$ cat src/rtl/cxd2545_edge_timer.sv
// Multi-channel edge timer: shared prescaler tick, toggle clock output and
// per-channel high-width / rise-to-rise period measurement with ack handshake.
module cxd2545_edge_timer #(
    parameter int unsigned CHANNELS = 2,
    parameter int unsigned CNT_W    = 31,
    parameter int unsigned DIV_W    = 16,
    parameter int unsigned TOG_W    = 16
) (
    input  logic                      clk,
    input  logic                      rst_n,
    input  logic                      enable,
    input  logic [DIV_W-1:0]          div,
    input  logic [TOG_W-1:0]          toggle_cnt,
    input  logic [CHANNELS-1:0]       mode,
    input  logic [CHANNELS-1:0]       trigger,
    input  logic [CHANNELS-1:0]       ack,
    output logic                      tick,
    output logic                      toggle_clk,
    output logic [CHANNELS-1:0]       meas_valid,
    output logic [CHANNELS-1:0]       meas_ovf,
    output logic [CHANNELS*CNT_W-1:0] meas_count
);

    localparam logic [CNT_W-1:0] CNT_MAX = '1;

    typedef enum logic {
        ST_IDLE = 1'b0,
        ST_RUN  = 1'b1
    } state_t;

    logic [DIV_W-1:0]    pre_cnt;
    logic [TOG_W-1:0]    tog_cnt;
    logic [CHANNELS-1:0] sync1;
    logic [CHANNELS-1:0] sync2;
    logic [CHANNELS-1:0] prev;
    logic [CHANNELS-1:0] rise_c;
    logic [CHANNELS-1:0] fall_c;

    state_t              state_q    [CHANNELS];
    state_t              state_d    [CHANNELS];
    logic [CNT_W-1:0]    run_cnt_q  [CHANNELS];
    logic [CNT_W-1:0]    run_cnt_d  [CHANNELS];
    logic [CHANNELS-1:0] sat_q;
    logic [CHANNELS-1:0] sat_d;
    logic [CHANNELS-1:0] cur_mode_q;
    logic [CHANNELS-1:0] cur_mode_d;
    logic [CHANNELS-1:0] latch_c;

    // Prescaler: registered one-clk tick every div+1 enabled clocks
    always_ff @(posedge clk or negedge rst_n) begin
        if (!rst_n) begin
            pre_cnt <= '0;
            tick    <= 1'b0;
        end else if (!enable) begin
            pre_cnt <= '0;
            tick    <= 1'b0;
        end else if (pre_cnt >= div) begin
            pre_cnt <= '0;
            tick    <= 1'b1;
        end else begin
            pre_cnt <= pre_cnt + DIV_W'(1);
            tick    <= 1'b0;
        end
    end

    // Toggle output: flips every toggle_cnt+1 ticks
    always_ff @(posedge clk or negedge rst_n) begin
        if (!rst_n) begin
            tog_cnt    <= '0;
            toggle_clk <= 1'b0;
        end else if (tick) begin
            if (tog_cnt >= toggle_cnt) begin
                tog_cnt    <= '0;
                toggle_clk <= ~toggle_clk;
            end else begin
                tog_cnt <= tog_cnt + TOG_W'(1);
            end
        end
    end

    // Trigger synchroniser every clk; edge reference sampled on tick only
    always_ff @(posedge clk or negedge rst_n) begin
        if (!rst_n) begin
            sync1 <= '0;
            sync2 <= '0;
            prev  <= '0;
        end else begin
            sync1 <= trigger;
            sync2 <= sync1;
            if (tick) begin
                prev <= sync2;
            end
        end
    end

    assign rise_c = sync2 & ~prev;
    assign fall_c = ~sync2 & prev;

    // Channel state registers
    always_ff @(posedge clk or negedge rst_n) begin
        if (!rst_n) begin
            for (int i = 0; i < int'(CHANNELS); i++) begin
                state_q[i]   <= ST_IDLE;
                run_cnt_q[i] <= '0;
            end
            sat_q      <= '0;
            cur_mode_q <= '0;
        end else begin
            for (int i = 0; i < int'(CHANNELS); i++) begin
                state_q[i]   <= state_d[i];
                run_cnt_q[i] <= run_cnt_d[i];
            end
            sat_q      <= sat_d;
            cur_mode_q <= cur_mode_d;
        end
    end

    // Channel next-state: start, terminate/latch, or count with saturation
    always_comb begin
        state_d    = state_q;
        run_cnt_d  = run_cnt_q;
        sat_d      = sat_q;
        cur_mode_d = cur_mode_q;
        latch_c    = '0;
        for (int i = 0; i < int'(CHANNELS); i++) begin
            if (tick) begin
                case (state_q[i])
                    ST_IDLE: begin
                        if (rise_c[i]) begin
                            state_d[i]    = ST_RUN;
                            run_cnt_d[i]  = CNT_W'(1);
                            sat_d[i]      = 1'b0;
                            cur_mode_d[i] = mode[i];
                        end
                    end
                    ST_RUN: begin
                        if (!cur_mode_q[i] && fall_c[i]) begin
                            latch_c[i] = 1'b1;
                            state_d[i] = ST_IDLE;
                        end else if (cur_mode_q[i] && rise_c[i]) begin
                            latch_c[i]    = 1'b1;
                            run_cnt_d[i]  = CNT_W'(1);
                            sat_d[i]      = 1'b0;
                            cur_mode_d[i] = mode[i];
                        end else if (run_cnt_q[i] == CNT_MAX) begin
                            sat_d[i] = 1'b1;
                        end else begin
                            run_cnt_d[i] = run_cnt_q[i] + CNT_W'(1);
                        end
                    end
                    default: state_d[i] = ST_IDLE;
                endcase
            end
        end
    end

    // Result registers: a latch beats a coincident ack
    always_ff @(posedge clk or negedge rst_n) begin
        if (!rst_n) begin
            meas_valid <= '0;
            meas_ovf   <= '0;
            meas_count <= '0;
        end else begin
            for (int i = 0; i < int'(CHANNELS); i++) begin
                if (latch_c[i]) begin
                    meas_count[i*CNT_W +: CNT_W] <= run_cnt_q[i];
                    meas_ovf[i]                  <= sat_q[i];
                    meas_valid[i]                <= 1'b1;
                end else if (ack[i]) begin
                    meas_valid[i] <= 1'b0;
                end
            end
        end
    end

endmodule

$ cat config.mk
export PLATFORM = sky130hd
export DESIGN_NAME = cxd2545_edge_timer
export DESIGN_NICKNAME = d
export VERILOG_FILES = /design/src/rtl/cxd2545_edge_timer.sv
export SDC_FILE = /design/constraint.sdc
export NUM_CORES = 1
export LEC_CHECK = 0
export CAP_MARGIN = 20
export CORE_MARGIN = 2
export CORE_UTILIZATION = 41
export DETAILED_ROUTE_END_ITERATION = 6
export DONT_BUFFER_PORTS = 1
export PLACE_DENSITY = 0.65
export SKIP_CTS_REPAIR_TIMING = 1
export SLEW_MARGIN = 20
export SYNTH_ARGS = -nofsm -noshare
export SYNTH_HDL_FRONTEND = slang
export SYNTH_SLANG_ARGS = --single-unit
$ cat constraint.sdc
create_clock -name clk -period 2.6 [get_ports clk]
set_clock_uncertainty 0.05 [all_clocks]
set_input_delay 0.52 -clock clk [delete_from_list [all_inputs] [get_ports clk]]
set_output_delay 0.52 -clock clk [all_outputs]
set_load 0.02 [all_outputs]
; ---- After elaboration in Yosys (flattened, before gate mapping)
; Cells that the tools add are included.
[word_totals]
out_inout_bits = 68
regBits = 174
in_bits = 41
elab_cells = 112
[classes]
reduce_logical = 15
bitwise = 7
n_lt_le_gt_ge = 2
muxes = 51
add_sub_neg = 4
n_eq_ne = 12
[ops]
columns = operator, count
row1 = 31-bit 2-to-1 mux, 8
row2 = 31-bit one-hot mux with 2 select lines, 2
row3 = "31-bit by 1-bit adder with 31-bit output, second input constant", 2
row4 = "31-bit == test, second input constant", 2
row5 = 16-bit 2-to-1 mux, 3
row6 = "16-bit by 1-bit adder with 16-bit output, second input constant", 2
row7 = 16-bit greater-or-equal comparator, 2
row8 = 1-bit 2-to-1 mux, 32
row9 = 4-bit AND reduction, 6
row10 = 1-bit one-hot mux with 2 select lines, 6
row11 = "2-bit != test, second input constant", 4
row12 = "3-bit by 1-bit != test with 1-bit output, second input constant", 2
row13 = "3-bit != test, second input constant", 2
row14 = 2-bit AND, 2
row15 = 1-bit logical AND, 4
row16 = "2-bit by 1-bit != test with 1-bit output, second input constant", 2
row17 = 2-bit inverter, 2
row18 = 2-bit nonzero test, 2
row19 = 1-bit inverter, 3
row20 = 1-bit logical NOT, 2
row21 = 2-bit AND reduction, 1

; ---- Logic depth before layout (Yosys ltp)
; Gate-level depths: netlist of the first run.
[depth]
ltp_word = 8
depth_mapped = 9
mapped_depth_nobuf = 8

; ---- Worst setup path after synthesis of the first run
; OpenSTA, ideal clock, no wires.
[synth_timing]
path_kind = input to register
start = in toggle_cnt[0]
end = reg tog_cnt[10]
arrival_time_ns = 2.205
path_stages = 8
required_ns = 2.478
path_buffers = 1
setup_ns = 0.072
setup_slack_ns = 0.272
cell_sequence = ha_1 > nand2b_1 > a2111o_1 > a311oi_1 > o21ai_1 > and2_1 > clkbuf_1 > nor2_1
[synth_via]
elab_chain_len = 2
[synth_lines]
columns = item, line_no
row1 = start: declaration, 13  ; input logic [TOG_W-1:0] toggle_cnt,
row2 = 16-bit greater-or-equal comparator, 72  ; if (tog_cnt >= toggle_cnt) begin
row3 = 16-bit 2-to-1 mux, 72
row4 = end signal: assignment, 76  ; tog_cnt <= tog_cnt + TOG_W'(1);
row5 = end: declaration, 32  ; logic [TOG_W-1:0] tog_cnt;
; Every way passes these cells.
; A chain may end at the register's enable or synchronous reset.

; ---- Worst setup path after layout of the first run
[layout_timing]
start = reg run_cnt_q[0] (netlist bit)
end = reg run_cnt_q[28] (netlist bit)
[layout_via]
elab_chain_len = 5
elab_cells_between_ends = 8
classes_between = add/sub: 1 / eq/ne: 2 / mux: 4 / reduce/logical: 1
[layout_lines]
columns = item, line_no
row1 = start: declaration, 41  ; logic [CNT_W-1:0] run_cnt_q [CHANNELS];
row2 = start signal: indexed assignment, 111  ; run_cnt_q[i] <= run_cnt_d[i];
row3 = 31-bit by 1-bit adder with 31-bit output, 148  ; run_cnt_d[i] = run_cnt_q[i] + CNT_W'(1);
row4 = 31-bit 2-to-1 mux, 145  ; end else if (run_cnt_q[i] == CNT_MAX) begin
row5 = 31-bit 2-to-1 mux, 140  ; end else if (cur_mode_q[i] && rise_c[i]) begin
row6 = 31-bit 2-to-1 mux, 137  ; if (!cur_mode_q[i] && fall_c[i]) begin
row7 = 31-bit one-hot mux with 2 select lines, 127  ; case (state_q[i])
; Parallel ways exist; a longest one is shown, timed or not. The select of a mux whose other input is x is not followed.

==> results.md, run 1 <==
- Status: finished with violations
- Violations in the final reports: hold timing
- Synth warn: 0
- Clock transition at path regs: ~0.070 ns
- Full die area: roughly 23000 um^2
- Kind of start point of the critical path: register
- Slew at the pin closest to its max-slew limit: 0.694 ns
- Synth area leaders: dfrtp_1 50%, mux2_2 8.2%, ha_1 5.2%
- Per-cell via count in the routed design: 5.50
- Half-perimeter wire length after placement: 13.3 mm
- Number of top-level pins: ~110
- Sink Count: 174
- Number of buffers created by CTS: 17
- Max-cap violation count: 0
- Clock buffer depth: 2
- Hold WS: -0.261 ns
- Wire length reported by the detailed router: 19.0 mm
- Synth Net Count: 929
- Crit path max fanout: 26
- Worst reg2reg path startpoint: run_cnt_q[0]
- Nets: 958
- Clock tree from TritonCTS: yes
- Worst vdd ir: 0.437 mV
- Global-route congestion overflow total: 0
- IO Port Bufs: 0
- Number of setup violations in the final report: 0
- Number of levels the H-tree was split into: 4
- Core area: 21000 um^2
- Antenna violations before repair: 0
- Power per cell area: just under 600 nW/um^2
- Final routed DRC violation total: 0
- Sum of negative setup slack: 0 ns
- Async SR Flop Fraction: 100%
- Routed length per instance: 16.3 um
- Required arrival time at the worst endpoint: 2.87 ns
- Register bit total from synthesis: about 170
- Max-slew violation count: 0
- First-pass GRT wire length: 31.1 mm
- Final antenna-violating net count: 0
- Type of the worst setup path: reg -> reg
- Slew HR: 53.5%
- Post-Synthesis Cell Area: 8740 um^2
- Cell type with the highest aggregate area in the netlist: dfrtp_1
- Detailed-router iteration count before antenna repair: 5
- All-layer global routing usage: 17.3%
- Final estimated routing congestion in global placement: 0.829
- Number of instances in the synthesized netlist: 852
- Die Height: 150 um
- Shortest period the worst path allows: 2.45 ns
- Largest net degree at the start of global routing: 175
- Antenna diode count: 0
- Post-route clock period utilization: 94.4%
- Effective utilization at floorplan: 41.7%
- DRC violation total after the first TritonRoute iteration: 440
- RSZ-0062 raised after global routing: false
- Number of rows in the core area: 53
- Sequential area share after synthesis: 49.8%
- Skew-Pair Late Insertion Delay: 0.43 ns
- Design area: 9880 um^2
- Count of flip-flops with a built-in enable after synthesis: 0
- Relative area change from synthesis to final layout: 13.0%
- Placed Area: 9260 um^2
- Proportion of netlist area held by the largest area contributor: 49.8%
- Die X-Extent: roughly 150 um
- Leak pwr: about 4.7 nW
- Worst setup path start: run_cnt_q[0]
- Data arrival time of the critical path: 2.72 ns
- Via count: about 6400
- Syn avg cell area: 10.3 um^2
- Netlist cell types: 64
- Number of global-route vias before repair: 6051
- Final-report hold violation count: approximately 170
- Achievable clock frequency: 408 MHz
- Capturing element type of the critical path: register
- Kind of path behind the tightest hold check: in -> async
- CTS root buffer: clkbuf_16
- Synth Flop Type: dfrtp_1
- Fraction of layout instances using a drive strength above 1: 16.8%
-- final cells by class --
cell class                 count  area, um^2
fill                        1974       11100
tap                          275         344
clock buffer                  18         429
clock inverter                13         155
sequential                   174        4350
timing repair buffer          39         330
multi-input combinational    602        4090
inverter                      47         176
-- cell usage after synthesis, drive strengths merged, types with 2 or more instances --
master     n
o2bb2ai    2
o311ai     4
dfrtp    174
mux2i      4
o31ai     12
ha        36
a22o       4
a41oi      3
nand2b     6
or3        5
buf        7
inv       47
and2       8
o41ai      3
nor4       6
xnor2     15
nor3      17
mux2      64
or2        3
a21o      14
nand2     62
a21oi     25
nand3     37
a211oi     2
nor2      79
nor3b      2
xor2      19
and3      25
a211o      2
and4      10
clkbuf    22
o21ai     72
a31oi     11
o22a       2
nor2b      4
nand4     26
or4        3
-- registers in the layout, indices dropped and copies added (netlist names) --
| signal | flops |
|---|---|
| meas_count | 62 |
| run_cnt_q | 62 |
| pre_cnt | 16 |
| tog_cnt | 16 |
| cur_mode_q | 2 |
| meas_ovf | 2 |
| meas_valid | 2 |
| prev | 2 |
| sat_q | 2 |
| state_q | 2 |
| sync1 | 2 |
| sync2 | 2 |
| tick | 1 |
| toggle_clk | 1 |
-- worst paths after layout --
kind | end | slack, ns | cells past startpoint
min | pre_cnt[9] | -0.26 | 0
min reg2reg | sync2[1] | 0.32 | 0
max in group asynchronous | meas_valid[1] | 2.50 | 0
max | run_cnt_q[28] | 0.15 | 9
min in group clk | sync1[1] | 0.07 | 0
max reg2reg | run_cnt_q[28] | 0.15 | 9
-- stage by stage --
stage,setup WS (ns),cells,hold WS [ns],total power [mW],util [%]
after CTS,0.0845,1167,-0.284,5.87,47.0
after global routing,0.0153,1168,-0.286,6.04,47.1
after global placement,0.164,1136,0.180,3.26,44.2
after floorplan,0.272,852,0.174,3.17,-
after detailed placement,0.105,1136,0.180,3.28,44.2
final,0.147,1168,-0.261,5.79,47.1
-- per-layer routing --
| metal | track usage (%) | part of all wire (%) | vias up |
|---|---|---|---|
| met5 | 0 | 0 | - |
| met4 | 5.00 | 1.4 | 0 |
| met3 | 4.15 | 4.1 | 21 |
| met2 | 26.6 | 45 | 140 |
| met1 | 24.5 | 49 | 3149 |
| li1 | - | - | 3115 |
-- report_power, final --
group / internal, mW / leakage [nW] / total [mW] / switching [mW]
Combinational: 0.167 / 2.03 / 0.356 / 0.189
Sequential: 2.78 / 2.36 / 2.87 / 0.0954
Clock: 1.44 / 0.287 / 2.57 / 1.13
Total: 4.38 / 4.68 / 5.79 / 1.41
-- worst max-delay path: stages, from the launching register on --
cell	delay, ns
dfrtp_1	0.40
ha_1	0.19
and2_1	0.21
nand4_2	0.13
buf_4	0.18
nor4_1	0.54
nor3_2	0.10
buf_4	0.25
a41oi_1	0.24
nor2_1	0.07
-- cell usage in the layout, fill, tap and decap left out, types with 4 or more instances in the layout --
cell type	n
a21oi_1	24
buf_4	36
nor2_1	79
o21ai_0	59
nand3_1	37
mux2_2	64
dfrtp_1	174
nor3_1	14
mux2i_1	4
o31ai_1	11
nor2b_1	4
a22o_1	4
and3_1	25
ha_1	36
nand2b_1	6
xnor2_1	15
a31oi_1	11
nand2_1	62
xor2_1	19
o21ai_1	12
and2_1	8
a21o_1	14
nor4_1	6
and4_1	10
clkbuf_16	17
or3_1	4
nand4_1	25
inv_1	47
-- logic make-up after synthesis --
kind of cell             share of synthesized area [%]
multiplexers                                      8.70
AO/OA/AOI/OAI                                     12.2
buffers and inverters                             3.54
XOR/XNOR                                          3.41
adder cells (fa/ha/maj)                           5.15
flip-flops                                        49.8
AND/OR/NAND/NOR                                   17.2
Note: power is estimated with default switching activity, not from simulation.
==> run 2, diff against run 1 <==
--- a/config.mk
+++ b/config.mk
@@ -6,7 +6,7 @@
 export NUM_CORES = 1
 export LEC_CHECK = 0
 export CAP_MARGIN = 20
-export CORE_MARGIN = 2
+export CORE_MARGIN = 8
 export CORE_UTILIZATION = 41
 export DETAILED_ROUTE_END_ITERATION = 6
 export DONT_BUFFER_PORTS = 1
==> results.md, run 2 (synthesized netlist as in run 1, its figures left out) <==
- Status: finished with violations (unchanged)
- Violations in the final reports: hold timing (unchanged)
- Routed length per instance: 16.6 um (was 16.3 um)
- Design area: 9800 um^2 (was 9880 um^2)
- Capturing element type of the critical path: register (unchanged)
- Slew HR: 63.2% (was 53.5%)
- Power per cell area: 581 nW/um^2 (was 587 nW/um^2)
- Relative area change from synthesis to final layout: 12.1% (was 13.0%)
- Required arrival time at the worst endpoint: 2.86 ns (was 2.87 ns)
- Gate power share: 6.1% (about the same)
- DRC violation total after the first TritonRoute iteration: 422 (was 440)
- Global-route congestion overflow total: 0 (unchanged)
- Clock buffer depth: 2 (unchanged)
- Worst vdd ir: 0.346 mV (was 0.437 mV)
- Data arrival time of the critical path: 2.69 ns (was 2.72 ns)
- Max-cap violation count: 0 (unchanged)
- All-layer global routing usage: 15.0% (was 17.3%)
- P_int: 4.26 mW (was 4.38 mW)
- RSZ-0062 raised after global routing: false (unchanged)
- Antenna violations before repair: 0 (unchanged)
- Slew at the pin closest to its max-slew limit: 0.548 ns (was 0.694 ns)
- Post-route clock period utilization: 93.3% (was 94.4%)
- IO Port Bufs: 0 (unchanged)
- Sink Count: 174 (unchanged)
- Final critical-path setup slack: 0.175 ns (was 0.147 ns)
- Part of the power in registers: 50.4% (was 49.6%)
- Registers with the most flip-flops: meas_count: 62 flops, run_cnt_q: 62 flops (unchanged)
- Sw power: 1.43 mW (was 1.41 mW)
- Leak pwr: 4.64 nW (was 4.68 nW)
- Nets: 952 (was 958)
- Die X-Extent: 162 um (was 150 um)
- Final routed DRC violation total: 0 (unchanged)
- Placed Area: 9200 um^2 (was 9260 um^2)
- Switching portion of total power: 25.2% (was 24.4%)
- Max-slew violation count: 0 (unchanged)
- CTS root buffer: clkbuf_16 (unchanged)
- Half-perimeter wire length after placement: 13.5 mm (was 13.3 mm)
- Kind of start point of the critical path: register (unchanged)
- Number of placed cells counting well taps: 1129 (was 1136)
- Via count: 6314 (was 6425)
- Fraction of layout instances using a drive strength above 1: 16.4% (was 16.8%)
- Final Instance Count excl. Fillers: 1163 (was 1168)
- Overall power: 5.69 mW (was 5.79 mW)
- Type of the worst setup path: reg -> reg (unchanged)
- Die Height: 162 um (was 150 um)
- Effective utilization at floorplan: 41.7% (unchanged)
- Core area: 21000 um^2 (unchanged)
- Achievable clock frequency: 412 MHz (was 408 MHz)
- Per-cell via count in the routed design: 5.43 (was 5.50)
- Hold WS: -0.261 ns (about the same)
- Final Core Density: 46.8% (was 47.1%)
- Clock tree from TritonCTS: yes (unchanged)
- Number of buffers created by CTS: 17 (unchanged)
- Worst setup slack after placement: 0.120 ns (was 0.105 ns)
- Filler Cells Inserted: 2000 (was 1974)
- Clock transition at path regs: 0.07 ns (about the same)
- Full die area: 26200 um^2 (was 22500 um^2)
- Leading cell type in the layout, fill and taps excluded: dfrtp_1 (unchanged)
- Antenna diode count: 0 (unchanged)
- Number of setup violations in the final report: 0 (unchanged)
- Number of rows in the core area: 53 (unchanged)
- Number of levels the H-tree was split into: 4 (unchanged)
- Number of top-level pins: 109 (unchanged)
- Part of the total power dissipated in the clock network: 43.5% (was 44.3%)
- First-pass GRT wire length: 32.4 mm (was 31.1 mm)
- Shortest period the worst path allows: 2.43 ns (was 2.45 ns)
- Number of global-route vias before repair: 6209 (was 6051)
- Final estimated routing congestion in global placement: 0.860 (was 0.829)
- Sum of negative setup slack: 0 ns (unchanged)
- Skew-Pair Late Insertion Delay: 0.42 ns (was 0.43 ns)
- Detailed-router iteration count before antenna repair: 5 (unchanged)
- Most frequent cells in the layout: 174 x dfrtp_1, 79 x nor2_1, 64 x mux2_2 (unchanged)
- Crit path max fanout: 26 (unchanged)
- Largest net degree at the start of global routing: 175 (unchanged)
- Final antenna-violating net count: 0 (unchanged)
- Kind of path behind the tightest hold check: in -> async (unchanged)
- Final-report hold violation count: 174 (unchanged)
- Wire length reported by the detailed router: 19.3 mm (was 19.0 mm)
[run 2: cell types whose count changed in the layout (fill, tap and decap cells not counted), sizes merged]
cell / before / now
buf: 39 / 33
bufinv: 2 / 0
clkbuf: 18 / 19
clkinvlp: 1 / 2
inv: 53 / 54
[run 2: worst max-delay path, stage by stage, from the launching register on]
cell     delay, ns
dfrtp_1       0.40
ha_1          0.20
and2_1        0.22
nand4_2       0.26
nor4_1        0.43
buf_4         0.20
nor3_2        0.04
buf_4         0.23
a41oi_1       0.23
nor2_1        0.07
[run 2: per-layer routing]
layer | global-route usage [%] | share of wire [%] | vias to the layer above
li1 | - | - | 3110
met1 | 20.5 | 48 | 3075
met2 | 23.3 | 46 | 114
met3 | 3.64 | 4.8 | 15
met4 | 4.34 | 1.2 | 0
met5 | 0 | 0 | -
[run 2: layout make-up]
type | count | area (um^2) | area share (%)
Clock buffer | 19 | 453 | 4.62
Clock inverter | 13 | 123 | 1.25
Inverter | 47 | 176 | 1.80
Multi-Input combinational cell | 602 | 4090 | 41.7
Sequential cell | 174 | 4350 | 44.4
Tap cell | 275 | 344 | 3.51
Timing Repair Buffer | 33 | 260 | 2.66
[run 2: path summary, 6_finish.rpt]
kind / start / to / slack, ns / cells past startpoint
hold / removal: rst_n / pre_cnt[0] / -0.26 / 0
min in group clk: trigger[0] / sync1[0] / 0.08 / 0
max in group asynchronous: rst_n / tog_cnt[6] / 2.53 / 0
setup / recovery: run_cnt_q[0] / run_cnt_q[28] / 0.17 / 9
hold reg to reg: sync1[1] / sync2[1] / 0.30 / 0
setup reg to reg: run_cnt_q[0] / run_cnt_q[28] / 0.17 / 9
[run 2: power by group through the flow]
stage	logic, mW	registers [mW]	clock network, mW
2_1_floorplan	0.274	2.89	0
3_3_place_gp	0.338	2.92	0
3_5_place_dp	0.348	2.92	0
4_1_cts	0.351	2.87	2.55
5_1_grt	0.408	2.88	2.65
6_report	0.348	2.87	2.47
==> run 3, diff against run 2 <==
--- a/config.mk
+++ b/config.mk
@@ -6,7 +6,7 @@
 export NUM_CORES = 1
 export LEC_CHECK = 0
 export CAP_MARGIN = 20
-export CORE_MARGIN = 8
+export CORE_MARGIN = 2
 export CORE_UTILIZATION = 41
 export DETAILED_ROUTE_END_ITERATION = 6
 export DONT_BUFFER_PORTS = 1
==> results of run 3 <==
Same layout as run 1: the final DEF is identical, and so are final timing and power.
